`src/rtl/ps2_scancode_rx_if.sv`:
```
// rtl/ps2_scancode_rx_if.sv - PS/2 pin and key-event signal bundle
interface ps2_scancode_rx_if;
    logic        ps2_clk;
    logic        ps2_data;
    logic [10:0] ps2_key;
    logic        frame_err;
    logic        busy;

    modport master (
        output ps2_clk,
        output ps2_data,
        input  ps2_key,
        input  frame_err,
        input  busy
    );

    modport slave (
        input  ps2_clk,
        input  ps2_data,
        output ps2_key,
        output frame_err,
        output busy
    );
endinterface

```
`src/rtl/ps2_scancode_rx.sv`:
```
// rtl/ps2_scancode_rx.sv - PS/2 keyboard receiver: deglitch, deserialise, fold E0/F0 into key events
module ps2_scancode_rx #(
    parameter int FILTER_LEN = 8,
    parameter int TIMEOUT    = 12000
) (
    input  logic               clk_sys,
    input  logic               reset_n,
    ps2_scancode_rx_if.slave   ps2
);
    localparam int TW = $clog2(TIMEOUT + 1);

    typedef enum logic [1:0] {
        S_IDLE,
        S_DATA,
        S_PARITY,
        S_STOP
    } state_t;

    logic          clk_s1_q, clk_s2_q;
    logic          dat_s1_q, dat_s2_q;
    logic [7:0]    filt_cnt_q, filt_cnt_d;
    logic          clk_f_q, clk_f_d;
    logic          fall_q;
    logic          dat_fall_q;

    state_t        state_q;
    logic [7:0]    shift_q;
    logic          par_q;
    logic [2:0]    bitcnt_q;
    logic [TW-1:0] to_cnt_q;
    logic          ext_q, brk_q;
    logic [2:0]    skip_q;
    logic [10:0]   key_q;
    logic          err_q;

    logic          frame_ok;
    logic          is_reply;

    // Filter counts consecutive samples that disagree with the filtered level.
    always_comb begin
        filt_cnt_d = filt_cnt_q;
        clk_f_d    = clk_f_q;
        if (clk_s2_q == clk_f_q) begin
            filt_cnt_d = 8'd0;
        end else if (filt_cnt_q == 8'(FILTER_LEN - 1)) begin
            clk_f_d    = clk_s2_q;
            filt_cnt_d = 8'd0;
        end else begin
            filt_cnt_d = filt_cnt_q + 8'd1;
        end
    end

    // Sync and filter state resets high so an idle line gives no edge after reset.
    always_ff @(posedge clk_sys or negedge reset_n) begin
        if (!reset_n) begin
            clk_s1_q   <= 1'b1;
            clk_s2_q   <= 1'b1;
            dat_s1_q   <= 1'b1;
            dat_s2_q   <= 1'b1;
            filt_cnt_q <= 8'd0;
            clk_f_q    <= 1'b1;
            fall_q     <= 1'b0;
            dat_fall_q <= 1'b1;
        end else begin
            clk_s1_q   <= ps2.ps2_clk;
            clk_s2_q   <= clk_s1_q;
            dat_s1_q   <= ps2.ps2_data;
            dat_s2_q   <= dat_s1_q;
            filt_cnt_q <= filt_cnt_d;
            clk_f_q    <= clk_f_d;
            fall_q     <= clk_f_q & ~clk_f_d;
            dat_fall_q <= dat_s2_q;
        end
    end

    assign frame_ok = dat_fall_q & (^{shift_q, par_q});
    assign is_reply = (shift_q == 8'hAA) || (shift_q == 8'hFA) || (shift_q == 8'hEE) ||
                      (shift_q == 8'hFE) || (shift_q == 8'h00) || (shift_q == 8'hFF);

    always_ff @(posedge clk_sys or negedge reset_n) begin
        if (!reset_n) begin
            state_q  <= S_IDLE;
            shift_q  <= 8'h00;
            par_q    <= 1'b0;
            bitcnt_q <= 3'd0;
            to_cnt_q <= '0;
            ext_q    <= 1'b0;
            brk_q    <= 1'b0;
            skip_q   <= 3'd0;
            key_q    <= 11'h000;
            err_q    <= 1'b0;
        end else begin
            err_q <= 1'b0;

            // Timeout only acts without a fall, so a coincident fall wins.
            if (fall_q) begin
                to_cnt_q <= '0;
            end else if (state_q != S_IDLE) begin
                if (to_cnt_q == TW'(TIMEOUT - 1)) begin
                    state_q  <= S_IDLE;
                    to_cnt_q <= '0;
                end else begin
                    to_cnt_q <= to_cnt_q + 1'b1;
                end
            end else begin
                to_cnt_q <= '0;
            end

            if (fall_q) begin
                case (state_q)
                    S_IDLE: begin
                        if (!dat_fall_q) begin
                            shift_q  <= 8'h00;
                            bitcnt_q <= 3'd0;
                            state_q  <= S_DATA;
                        end
                    end
                    S_DATA: begin
                        shift_q  <= {dat_fall_q, shift_q[7:1]};
                        bitcnt_q <= bitcnt_q + 3'd1;
                        if (bitcnt_q == 3'd7) begin
                            state_q <= S_PARITY;
                        end
                    end
                    S_PARITY: begin
                        par_q   <= dat_fall_q;
                        state_q <= S_STOP;
                    end
                    S_STOP: begin
                        state_q <= S_IDLE;
                        if (!frame_ok) begin
                            err_q <= 1'b1;
                            ext_q <= 1'b0;
                            brk_q <= 1'b0;
                        end else if (skip_q != 3'd0) begin
                            skip_q <= skip_q - 3'd1;
                        end else if (shift_q == 8'hE1) begin
                            skip_q <= 3'd7;
                        end else if (shift_q == 8'hE0) begin
                            ext_q <= 1'b1;
                        end else if (shift_q == 8'hF0) begin
                            brk_q <= 1'b1;
                        end else if (!(is_reply && !ext_q && !brk_q)) begin
                            key_q <= {~key_q[10], ~brk_q, ext_q, shift_q};
                            ext_q <= 1'b0;
                            brk_q <= 1'b0;
                        end
                    end
                    default: state_q <= S_IDLE;
                endcase
            end
        end
    end

    assign ps2.ps2_key   = key_q;
    assign ps2.frame_err = err_q;
    assign ps2.busy      = (state_q != S_IDLE);
endmodule

```
`src/flat_wrapper.sv`:
```
// flat-port wrapper written by rule: the top's interface ports become plain ports
module ps2_scancode_rx_flat 
#(
    parameter int FILTER_LEN = 8,
    parameter int TIMEOUT    = 12000
)
  (clk_sys, reset_n, ps2_ps2_clk, ps2_ps2_data, ps2_ps2_key, ps2_frame_err, ps2_busy);
  ps2_scancode_rx_if ps2_i ();
  input  logic clk_sys;
  input  logic reset_n;
  input wire logic [$bits(ps2_i.ps2_clk)-1:0] ps2_ps2_clk;
  input wire logic [$bits(ps2_i.ps2_data)-1:0] ps2_ps2_data;
  output wire logic [$bits(ps2_i.ps2_key)-1:0] ps2_ps2_key;
  output wire logic [$bits(ps2_i.frame_err)-1:0] ps2_frame_err;
  output wire logic [$bits(ps2_i.busy)-1:0] ps2_busy;
  assign ps2_i.ps2_clk = ps2_ps2_clk;
  assign ps2_i.ps2_data = ps2_ps2_data;
  assign ps2_ps2_key = ps2_i.ps2_key;
  assign ps2_frame_err = ps2_i.frame_err;
  assign ps2_busy = ps2_i.busy;
  ps2_scancode_rx #(.FILTER_LEN(FILTER_LEN), .TIMEOUT(TIMEOUT)) u_core (.clk_sys(clk_sys), .reset_n(reset_n), .ps2(ps2_i));
endmodule
```
`config.mk`:
```
export PLATFORM = sky130hd
export DESIGN_NAME = ps2_scancode_rx_flat
export DESIGN_NICKNAME = d
export VERILOG_FILES = /design/src/rtl/ps2_scancode_rx_if.sv /design/src/rtl/ps2_scancode_rx.sv /design/src/flat_wrapper.sv
export SDC_FILE = /design/constraint.sdc
export NUM_CORES = 1
export LEC_CHECK = 0
export CORE_MARGIN = 1
export CORE_UTILIZATION = 61
export CTS_CLUSTER_SIZE = 10
export DETAILED_ROUTE_END_ITERATION = 16
export GPL_TIMING_DRIVEN = 0
export PLACE_DENSITY = 0.82
export SYNTH_ARGS = -nofsm -noshare
export SYNTH_HDL_FRONTEND = slang
export SYNTH_SLANG_ARGS = --single-unit
```
`constraint.sdc`:
```
create_clock -name clk_sys -period 5.8 [get_ports clk_sys]
set_input_delay 0.87 -clock clk_sys [delete_from_list [all_inputs] [get_ports clk_sys]]
set_output_delay 0.87 -clock clk_sys [all_outputs]
set_load 0.1 [all_outputs]
```
Word level (Yosys, flattened, before mapping)
Cells that the tools add are included.
Widths: inputs -> output; s select.
{"block": "word_totals", "ff_bits": 60, "inputBits": 4, "out_inout_bits": 13, "wordCells": 110}
{"block": "classes", "add_sub_neg": 4, "n_eq_ne": 22, "mux": 34, "bitwise": 10, "n_reduce_logical": 22}
{"op": "$eq 8x8->1 const B", "n": 8}
{"op": "$mux 14", "n": 3}
{"op": "$mux 8", "n": 3}
{"op": "$mux 1", "n": 16}
{"op": "$pmux 8 s2", "n": 1}
{"op": "$add 14x1->14 const B", "n": 1}
{"op": "$eq 14x14->1 const B", "n": 1}
{"op": "$mux 2", "n": 6}
{"op": "$reduce_and 6->1", "n": 2}
{"op": "$mux 3", "n": 3}
{"op": "$ne 3x3->1 const B", "n": 3}
{"op": "$reduce_xor 9->1", "n": 1}
{"op": "$add 8x1->8 const B", "n": 1}
{"op": "$eq 8x3->1 const B", "n": 1}
{"op": "$logic_not 8->1", "n": 1}
{"op": "$ne 2x2->1 const B", "n": 4}
{"op": "$not 1->1", "n": 8}
{"op": "$pmux 2 s4", "n": 1}
{"op": "$reduce_and 8->1", "n": 1}
{"op": "$pmux 3 s2", "n": 1}
{"op": "$reduce_bool 2->1", "n": 3}
{"op": "$logic_or 1x1->1", "n": 5}
{"op": "$eq 2x2->1 const B", "n": 2}
{"op": "$reduce_and 4->1", "n": 1}
{"op": "other kinds (12)", "n": 15}

Logic depth before layout (Yosys ltp)
Gate-level depths: netlist of run 1.
{"block": "depth", "depth_word": 14, "depth_mapped": 7, "mapped_depth_nobuf": 7}

Least setup slack after synthesis of run 1
OpenSTA, ideal clock, no wires.
{"block": "synth_path", "path_kind": "flip-flop to flip-flop", "from": "register u_core.shift_q[3]", "to": "register u_core.key_q[1], in the netlist u_core.ps2.ps2_key[1]", "setup_time_ns": 0.125, "t_arrival_ns": 2.192, "path_slack_ns": 3.482, "stages_incl_launch_ff": 8, "path_buffers": 2, "cell_sequence": "dfrtp_1 -> buf_6 -> or4_1 -> a2111o_1 -> o221ai_2 -> or3_4 -> buf_12 -> mux2_4"}
{"block": "synth_via", "elab_chain_len": 10, "elab_cells_between_ends": 23}
{"item": "start, declared", "line": "ps2_scancode_rx.sv:27", "rtl": "logic [7:0] shift_q;"}
{"item": "start signal, assigned", "line": "ps2_scancode_rx.sv:119", "rtl": "shift_q <= {dat_fall_q, shift_q[7:1]};"}
{"item": "$eq 8x8->1", "line": "ps2_scancode_rx.sv:77", "rtl": "assign is_reply = (shift_q == 8'hAA) || (shift_q == 8'hFA) || (shift_q == 8'hEE) ||"}
{"item": "$logic_or 1x1->1 (3 in series)", "line": "ps2_scancode_rx.sv:77"}
{"item": "$logic_or 1x1->1 (2 in series)", "line": "ps2_scancode_rx.sv:78", "rtl": "(shift_q == 8'hFE) || (shift_q == 8'h00) || (shift_q == 8'hFF);"}
{"item": "$logic_and 1x1->1 (2 in series)", "line": "ps2_scancode_rx.sv:143", "rtl": "end else if (!(is_reply && !ext_q && !brk_q)) begin"}
{"item": "$not 1->1 (no line)"}
{"item": "$reduce_and 8->1 (no line) (*)"}
{"item": "end signal, assigned", "line": "ps2_scancode_rx.sv:144", "rtl": "key_q <= {~key_q[10], ~brk_q, ext_q, shift_q};"}
{"item": "end, declared", "line": "ps2_scancode_rx.sv:33", "rtl": "logic [10:0] key_q;"}
Every way passes the cells marked *; elsewhere a longest branch is shown, timed or not.
A chain may end at the register's enable or synchronous reset.

Worst setup path after layout of run 1
{"block": "layout_path", "from": "register u_core.state_q[0]", "to": "output port ps2_busy"}
{"block": "layout_via", "elab_chain_len": 1}
{"item": "start, declared", "line": "ps2_scancode_rx.sv:26", "rtl": "state_t state_q;"}
{"item": "start signal, assigned", "line": "ps2_scancode_rx.sv:82", "rtl": "state_q <= S_IDLE;"}
{"item": "start signal, assigned", "line": "ps2_scancode_rx.sv:100", "rtl": "state_q <= S_IDLE;"}
{"item": "start signal, assigned", "line": "ps2_scancode_rx.sv:115", "rtl": "state_q <= S_DATA;"}
{"item": "$reduce_bool 2->1", "line": "ps2_scancode_rx.sv:157", "rtl": "assign ps2.busy = (state_q != S_IDLE);"}
{"item": "end, declared", "line": "flat_wrapper.sv:15", "rtl": "output wire logic [$bits(ps2_i.busy)-1:0] ps2_busy;"}
Every way passes these cells.

==> results of run 1 <==
==> sequential cells by signal, summed over array words and instances (netlist names) <==
signal / flops
u_core.state_q: 2
u_core.dat_s2_q: 1
u_core.bitcnt_q: 3
u_core.ps2.ps2_key: 11
u_core.clk_s2_q: 1
u_core.brk_q: 1
u_core.to_cnt_q: 14
u_core.ext_q: 1
u_core.par_q: 1
u_core.shift_q: 8
u_core.dat_fall_q: 1
u_core.clk_f_q: 1
u_core.clk_s1_q: 1
u_core.fall_q: 1
u_core.dat_s1_q: 1
u_core.ps2.frame_err: 1
u_core.filt_cnt_q: 8
u_core.skip_q: 3
==> layer usage <==
layer	global-route usage	wire length [um]	up-vias
met5	0	0	-
met4	0.116	85	0
met3	0.0451	197	11
met2	0.310	1970	34
met1	0.295	2190	845
li1	-	-	888
==> through the flow <==
stage / instances / cell area (um^2) / hold slack, ps / utilization / setup WS [ps]
finish: 324 / 3190 / 355 / 0.728 / 2850
CTS: 324 / 3190 / 357 / 0.728 / 2840
global route: 324 / 3190 / 358 / 0.728 / 2790
floorplan: 239 / 2790 / 345 / - / 3480
global placement: 307 / 3010 / 346 / 0.687 / 2090
detailed placement: 308 / 3030 / 347 / 0.691 / 3210
==> cell usage in the layout (no fill, tap or decap), types with 2 or more instances in the layout <==
master and n:
a22o_1 7, clkbuf_8 10, mux2i_1 2, ha_1 6, and2_1 6, nor3_1 4, xor2_1 12, xnor2_1 11
xnor3_1 2, inv_1 8, nand2_1 14, a22o_2 2, nand3_1 10, clkdlybuf4s50_1 15, and3_1 2, o211ai_1 2
nor2b_1 3, buf_12 2, dfstp_2 6, nor2_1 31, or2_2 2, mux2_4 8, nand4_1 3, buf_2 2
clkbuf_1 8, o21ai_0 7, or4_1 2, o31ai_1 3, a31oi_1 3, dfrtp_1 54, mux2_2 4, clkinv_2 2
and3b_1 2
==> cells by family (layout without fill, tap and decap cells) <==
| family | Yosys count | count (layout) | synth area share |
|---|---|---|---|
| flops | 60 | 60 | 0.541 |
| buf+inv | 15 | 48 | 0.0292 |
| xor+xnor | 25 | 25 | 0.0884 |
| mux | 15 | 15 | 0.0714 |
| fa+ha+maj | 6 | 6 | 0.0269 |
| simple gates | 86 | 86 | 0.155 |
| compound gates | 32 | 32 | 0.0880 |
==> layout make-up <==
type / instances / share of cell area
buffer: 7 / 0.0161
sequential: 60 / 0.473
timing repair buffer: 17 / 0.0549
inverter: 8 / 0.00941
clock inverter: 2 / 0.00314
clock buffer: 14 / 0.0478
multi-input combinational: 164 / 0.375
tap: 52 / 0.0204
==> power breakdown <==
part | total (mW) | internal, mW | switching (mW)
combinational | 0.0454 | 0.0190 | 0.0265
sequential | 0.446 | 0.435 | 0.0103
clock | 0.315 | 0.166 | 0.149
total | 0.806 | 0.620 | 0.186
==> final timing paths <==
path / from / end / slack (ps) / cells after the start
max in group asynchronous: reset_n / u_core.shift_q[7] / 4630 / 2
min reg2reg: u_core.clk_s1_q / u_core.clk_s2_q / 360 / 0
min in group asynchronous: reset_n / u_core.to_cnt_q[8] / 570 / 1
max reg2reg: u_core.shift_q[7] / u_core.ps2.ps2_key[1] / 3360 / 6
max: u_core.state_q[0] / ps2_busy / 2850 / 3
min: u_core.clk_s1_q / u_core.clk_s2_q / 360 / 0
==> cells in the mapped netlist (7+ instances only) <==
master and instances:
a22o_1 7, dfrtp_1 54, inv_1 8, mux2_4 8, nand2_1 14, nand3_1 10, nor2_1 31, o21ai_0 7
xnor2_1 11, xor2_1 12
==> flow_summary.toml, run 1 <==
[yosys]
synth_seq_cells = 60
synth_seq_area_share = 0.541
post_synth_instance_area_um2 = 2790
syn_area_per_cell_um2 = 11.7
synth-edff-count = 0
yosysUniqueCellTypes = 47
yosysTopAreaCell = "dfrtp_1"
synthTopCellsByArea = "dfrtp_1 (48%), dfstp_2 (5.7%), mux2_4 (4.3%)"
syn_inst = 239
synth_top_area_frac = 0.485
ys.flop_type = "dfrtp_1"
yosys_warnings = 0
synthArstFlopShare = 1.00
syn_nets = 249

[critical_path]
worstPathMaxFanout = 7
slowest_stage = "clkdlybuf4s50_1"
crit_family = "buffers and inverters"
crit_required_ps = 4930
path_cells = "nor2_1 > inv_1 > clkdlybuf4s50_1"
cp_data_arrival_time_ps = 2080
slowest_delay_ps = 1140
end_kind = "output port"
crit_buf_inv = 2
crit_path_start_kind = "flop"
crit_type = "reg -> out"

[finish]
regArea_um2 = 1510
syn2layout_area_growth_pct = 14.5
antenna_cells = 0
fillers = 318
drive_above_1_share = 0.165
layout.nets = 277
multi_input_area_um2 = 1200

[global_route]
grt_max_degree = 32
overflow = 0
grt_pass1_wl_um = 7820
antenna_found_initial = 0
grt_usage = 0.211
grt_pass1_vias = 1753

[timing]
skew_ps = 5.59
slew_violations = 0
tns_ps = 0
fin_crit_ps = 2950
setup_viol = 0
finalHoldViolCount = 0
relSlewSlack = 0.351
worst_pin_slew_ps = 971
finalCritPeriodShare = 0.509
max_freq_mhz = 339
rsz0062_at_grt = "false"

[clock_network]
root_buffer = "clkbuf_8"
numCtsBuffers = 9
clock_latency_ps = 330
ctsHoldBuffers = 0
cts_setup_buffers = 0
cts_tree = "built"
clockBufferDepth = 2
htreeDepth = 3
cts_resized = 0
clk_pin_slew_ps = 60
clkSinkCount = 60

[drt]
drt-initial-drc-count = 145
via_count = 1778
wl_per_cell_um = 13.7
postRouteAntennaNets = 0
drc = 0
wirelength_um = 4440
drt-vias-per-instance = 5.49
drtPass1Iterations = 4

[power]
vdd_drop_max_v = 0.000192
power_leakage_nw = 1.46
total_power_uw = 806
p_per_area_nw_per_um2 = 253

[placement]
place_hpwl_um = 3030
numPortBuffers = 16
gp_congestion = 0.777

[status]
status = "completed"

[floorplanning]
io_pins = 17
die_height_um = 69.6
die_w_um = 69.6
coreArea_um2 = 4380
die_area_um2 = 4840
start_util = 0.636
rows = 24

[job]
maxCapViolations = 0

[worst_hold_path]
hp-class = "reg -> reg"
No activity file was read; power rests on OpenSTA's default activity.
==> inputs of run 2 (changes only) <==
--- a/config.mk
+++ b/config.mk
@@ -6,11 +6,11 @@
 export NUM_CORES = 1
 export LEC_CHECK = 0
 export CORE_MARGIN = 1
-export CORE_UTILIZATION = 61
+export CORE_UTILIZATION = 53
 export CTS_CLUSTER_SIZE = 10
 export DETAILED_ROUTE_END_ITERATION = 16
 export GPL_TIMING_DRIVEN = 0
-export PLACE_DENSITY = 0.82
+export PLACE_DENSITY = 0.75
 export SYNTH_ARGS = -nofsm -noshare
 export SYNTH_HDL_FRONTEND = slang
 export SYNTH_SLANG_ARGS = --single-unit
==> constraint.sdc (replaced) <==
create_clock -name clk_sys -period 2.65 [get_ports clk_sys]
set_input_delay 0.3975 -clock clk_sys [delete_from_list [all_inputs] [get_ports clk_sys]]
set_output_delay 0.3975 -clock clk_sys [all_outputs]
set_load 0.1 [all_outputs]
==> run 2 against run 1 <==
  * Clock skew rose by 1.5 ps
  * Via count rose by 2.0%
  * Total power rose to 2.5 times the previous value
  * Worst hold slack got worse by 350 ps
  * Critical endpoint is now u_core.ps2.ps2_key[4]
  * Highest routed layer unchanged
  * Critical path type is now reg -> reg
==> flow_summary.toml, run 2 (synthesis gave the netlist of run 1 again) <==
[clock_network]
clockBufferDepth = 2
cts_tree = "built"
cts_setup_buffers = 0
cts_resized = 0
clk_pin_slew_ps = 70
clock_latency_ps = 330
numCtsBuffers = 9
htreeDepth = 3
root_buffer = "clkbuf_8"
clkSinkCount = 60
ctsHoldBuffers = 0

[global_route]
antenna_found_initial = 0
grt_pass1_wl_um = 7670
grt_usage = 0.187
grt_pass1_vias = 1821
overflow = 0
grt_max_degree = 43

[critical_path]
crit_type = "reg -> reg"
crit_required_ps = 2860
rr_startpoint = "u_core.shift_q[7]"
end_kind = "flop"
crit_path_start_kind = "flop"
worstPathMaxFanout = 10
cp_data_arrival_time_ps = 2690
startpoint = "u_core.shift_q[7]"

[placement]
place_area_um2 = 3050
gp_congestion = 0.810
numPortBuffers = 16
dpl.cell_count = 326
place_hpwl_um = 3100

[floorplanning]
rows = 26
coreArea_um2 = 5070
die_area_um2 = 5550
die_w_um = 74.5
io_pins = 17
start_util = 0.549
die_height_um = 74.5

[finish]
regArea_um2 = 1510
fillers = 415
drive_above_1_share = 0.180
layout.nets = 277
design_area_um2 = 3290
syn2layout_area_growth_pct = 18.0
layout_commonest_cell = "dfrtp_1"
antenna_cells = 0
final_cell_mix = "dfrtp_1 (54), nor2_1 (31), clkdlybuf4s50_1 (15), nand2_1 (14), xor2_1 (12)"
final_cells = 342
multi_input_area_um2 = 1200
largest_reg_flops = 14
regMostFlops = "u_core.to_cnt_q"
utilization = 0.648

[power]
swShare = 0.212
p_clk_frac = 0.475
p_int_mw = 1.62
vdd_drop_max_v = 0.000550
p_per_area_nw_per_um2 = 623
p_sw_uw = 434
power_leakage_nw = 1.49
seqPwrFrac = 0.475
comb_power_share = 0.050

[timing]
finalHoldViolCount = 0
setup_viol = 0
relSlewSlack = 0.353
slew_violations = 0
skew_ps = 7.11
rsz0062_at_grt = "false"
max_freq_mhz = 402
finalCritPeriodShare = 0.938
fin_crit_ps = 2490
worst_pin_slew_ps = 968

[worst_hold_path]
hp-class = "in -> async"

[status]
status = "completed"

[drt]
drc = 0
drtPass1Iterations = 4
wl_per_cell_um = 12.9
postRouteAntennaNets = 0
via_count = 1813
drt-initial-drc-count = 75
drt-vias-per-instance = 5.30
wirelength_um = 4400

[job]
maxCapViolations = 0
==> run 2: cell types whose count changed in the layout (fill, tap and decap cells not counted), sizes merged <==
cell	previous run	this run
bufinv	0	3
clkinvlp	0	2
clkbuf	18	13
==> run 2: worst max-delay path, stage by stage, from the launching register on <==
cell and delay, ps:
dfrtp_1 470, or4_1 550, a2111o_1 470, o221ai_2 260, or3_4 190, buf_12 130
mux2_4 300
==> run 2: final timing paths <==
kind,to,slack (ps),cells past startpoint
setup / recovery,u_core.ps2.ps2_key[4],160,6
hold / removal,u_core.ps2.ps2_key[5],5,1
setup reg to reg,u_core.ps2.ps2_key[4],160,6
hold reg to reg,u_core.dat_s2_q,350,0
max in group asynchronous,u_core.dat_s1_q,2020,2
min in group clk_sys,u_core.dat_s2_q,350,0
==> run 2: power by group through the flow <==
stage / Clock [mW] / Combinational [mW] / Sequential, mW
finish: 0.974 / 0.103 / 0.973
floorplan: 0 / 0.0667 / 0.987
detailed placement: 0 / 0.105 / 0.991
global route: 1.04 / 0.115 / 0.978
CTS: 0.997 / 0.107 / 0.974
global placement: 0 / 0.0989 / 0.990
==> run 2: cell type report <==
class                      instances  area share
buffer                             7      0.0156
clock buffer                       9      0.0377
clock inverter                     7      0.0350
inverter                           8     0.00913
multi-input combinational        164       0.364
sequential                        60       0.459
tap                               70      0.0266
timing repair buffer              17      0.0533
==> run 2: stage by stage <==
| step | setup WS, ps | hold slack (ps) | TNS [ps] | power [mW] |
|---|---|---|---|---|
| 2_1_floorplan | 332 | 102 | 0 | 1.05 |
| 3_3_place_gp | -618 | 347 | -33150 | 1.09 |
| 6_report | 163 | 5.24 | 0 | 2.05 |
| 5_1_grt | 102 | 18.0 | 0 | 2.13 |
| 3_5_place_dp | 191 | 347 | 0 | 1.10 |
| 4_1_cts | 170 | 1.67 | 0 | 2.08 |
==> run 2: layer usage <==
metal	routed length (um)	part of all wire	track usage
met5	0	0	0
met2	2140	0.49	0.321
met1	2080	0.47	0.218
met4	60	0.014	0.0755
met3	114	0.026	0.0569
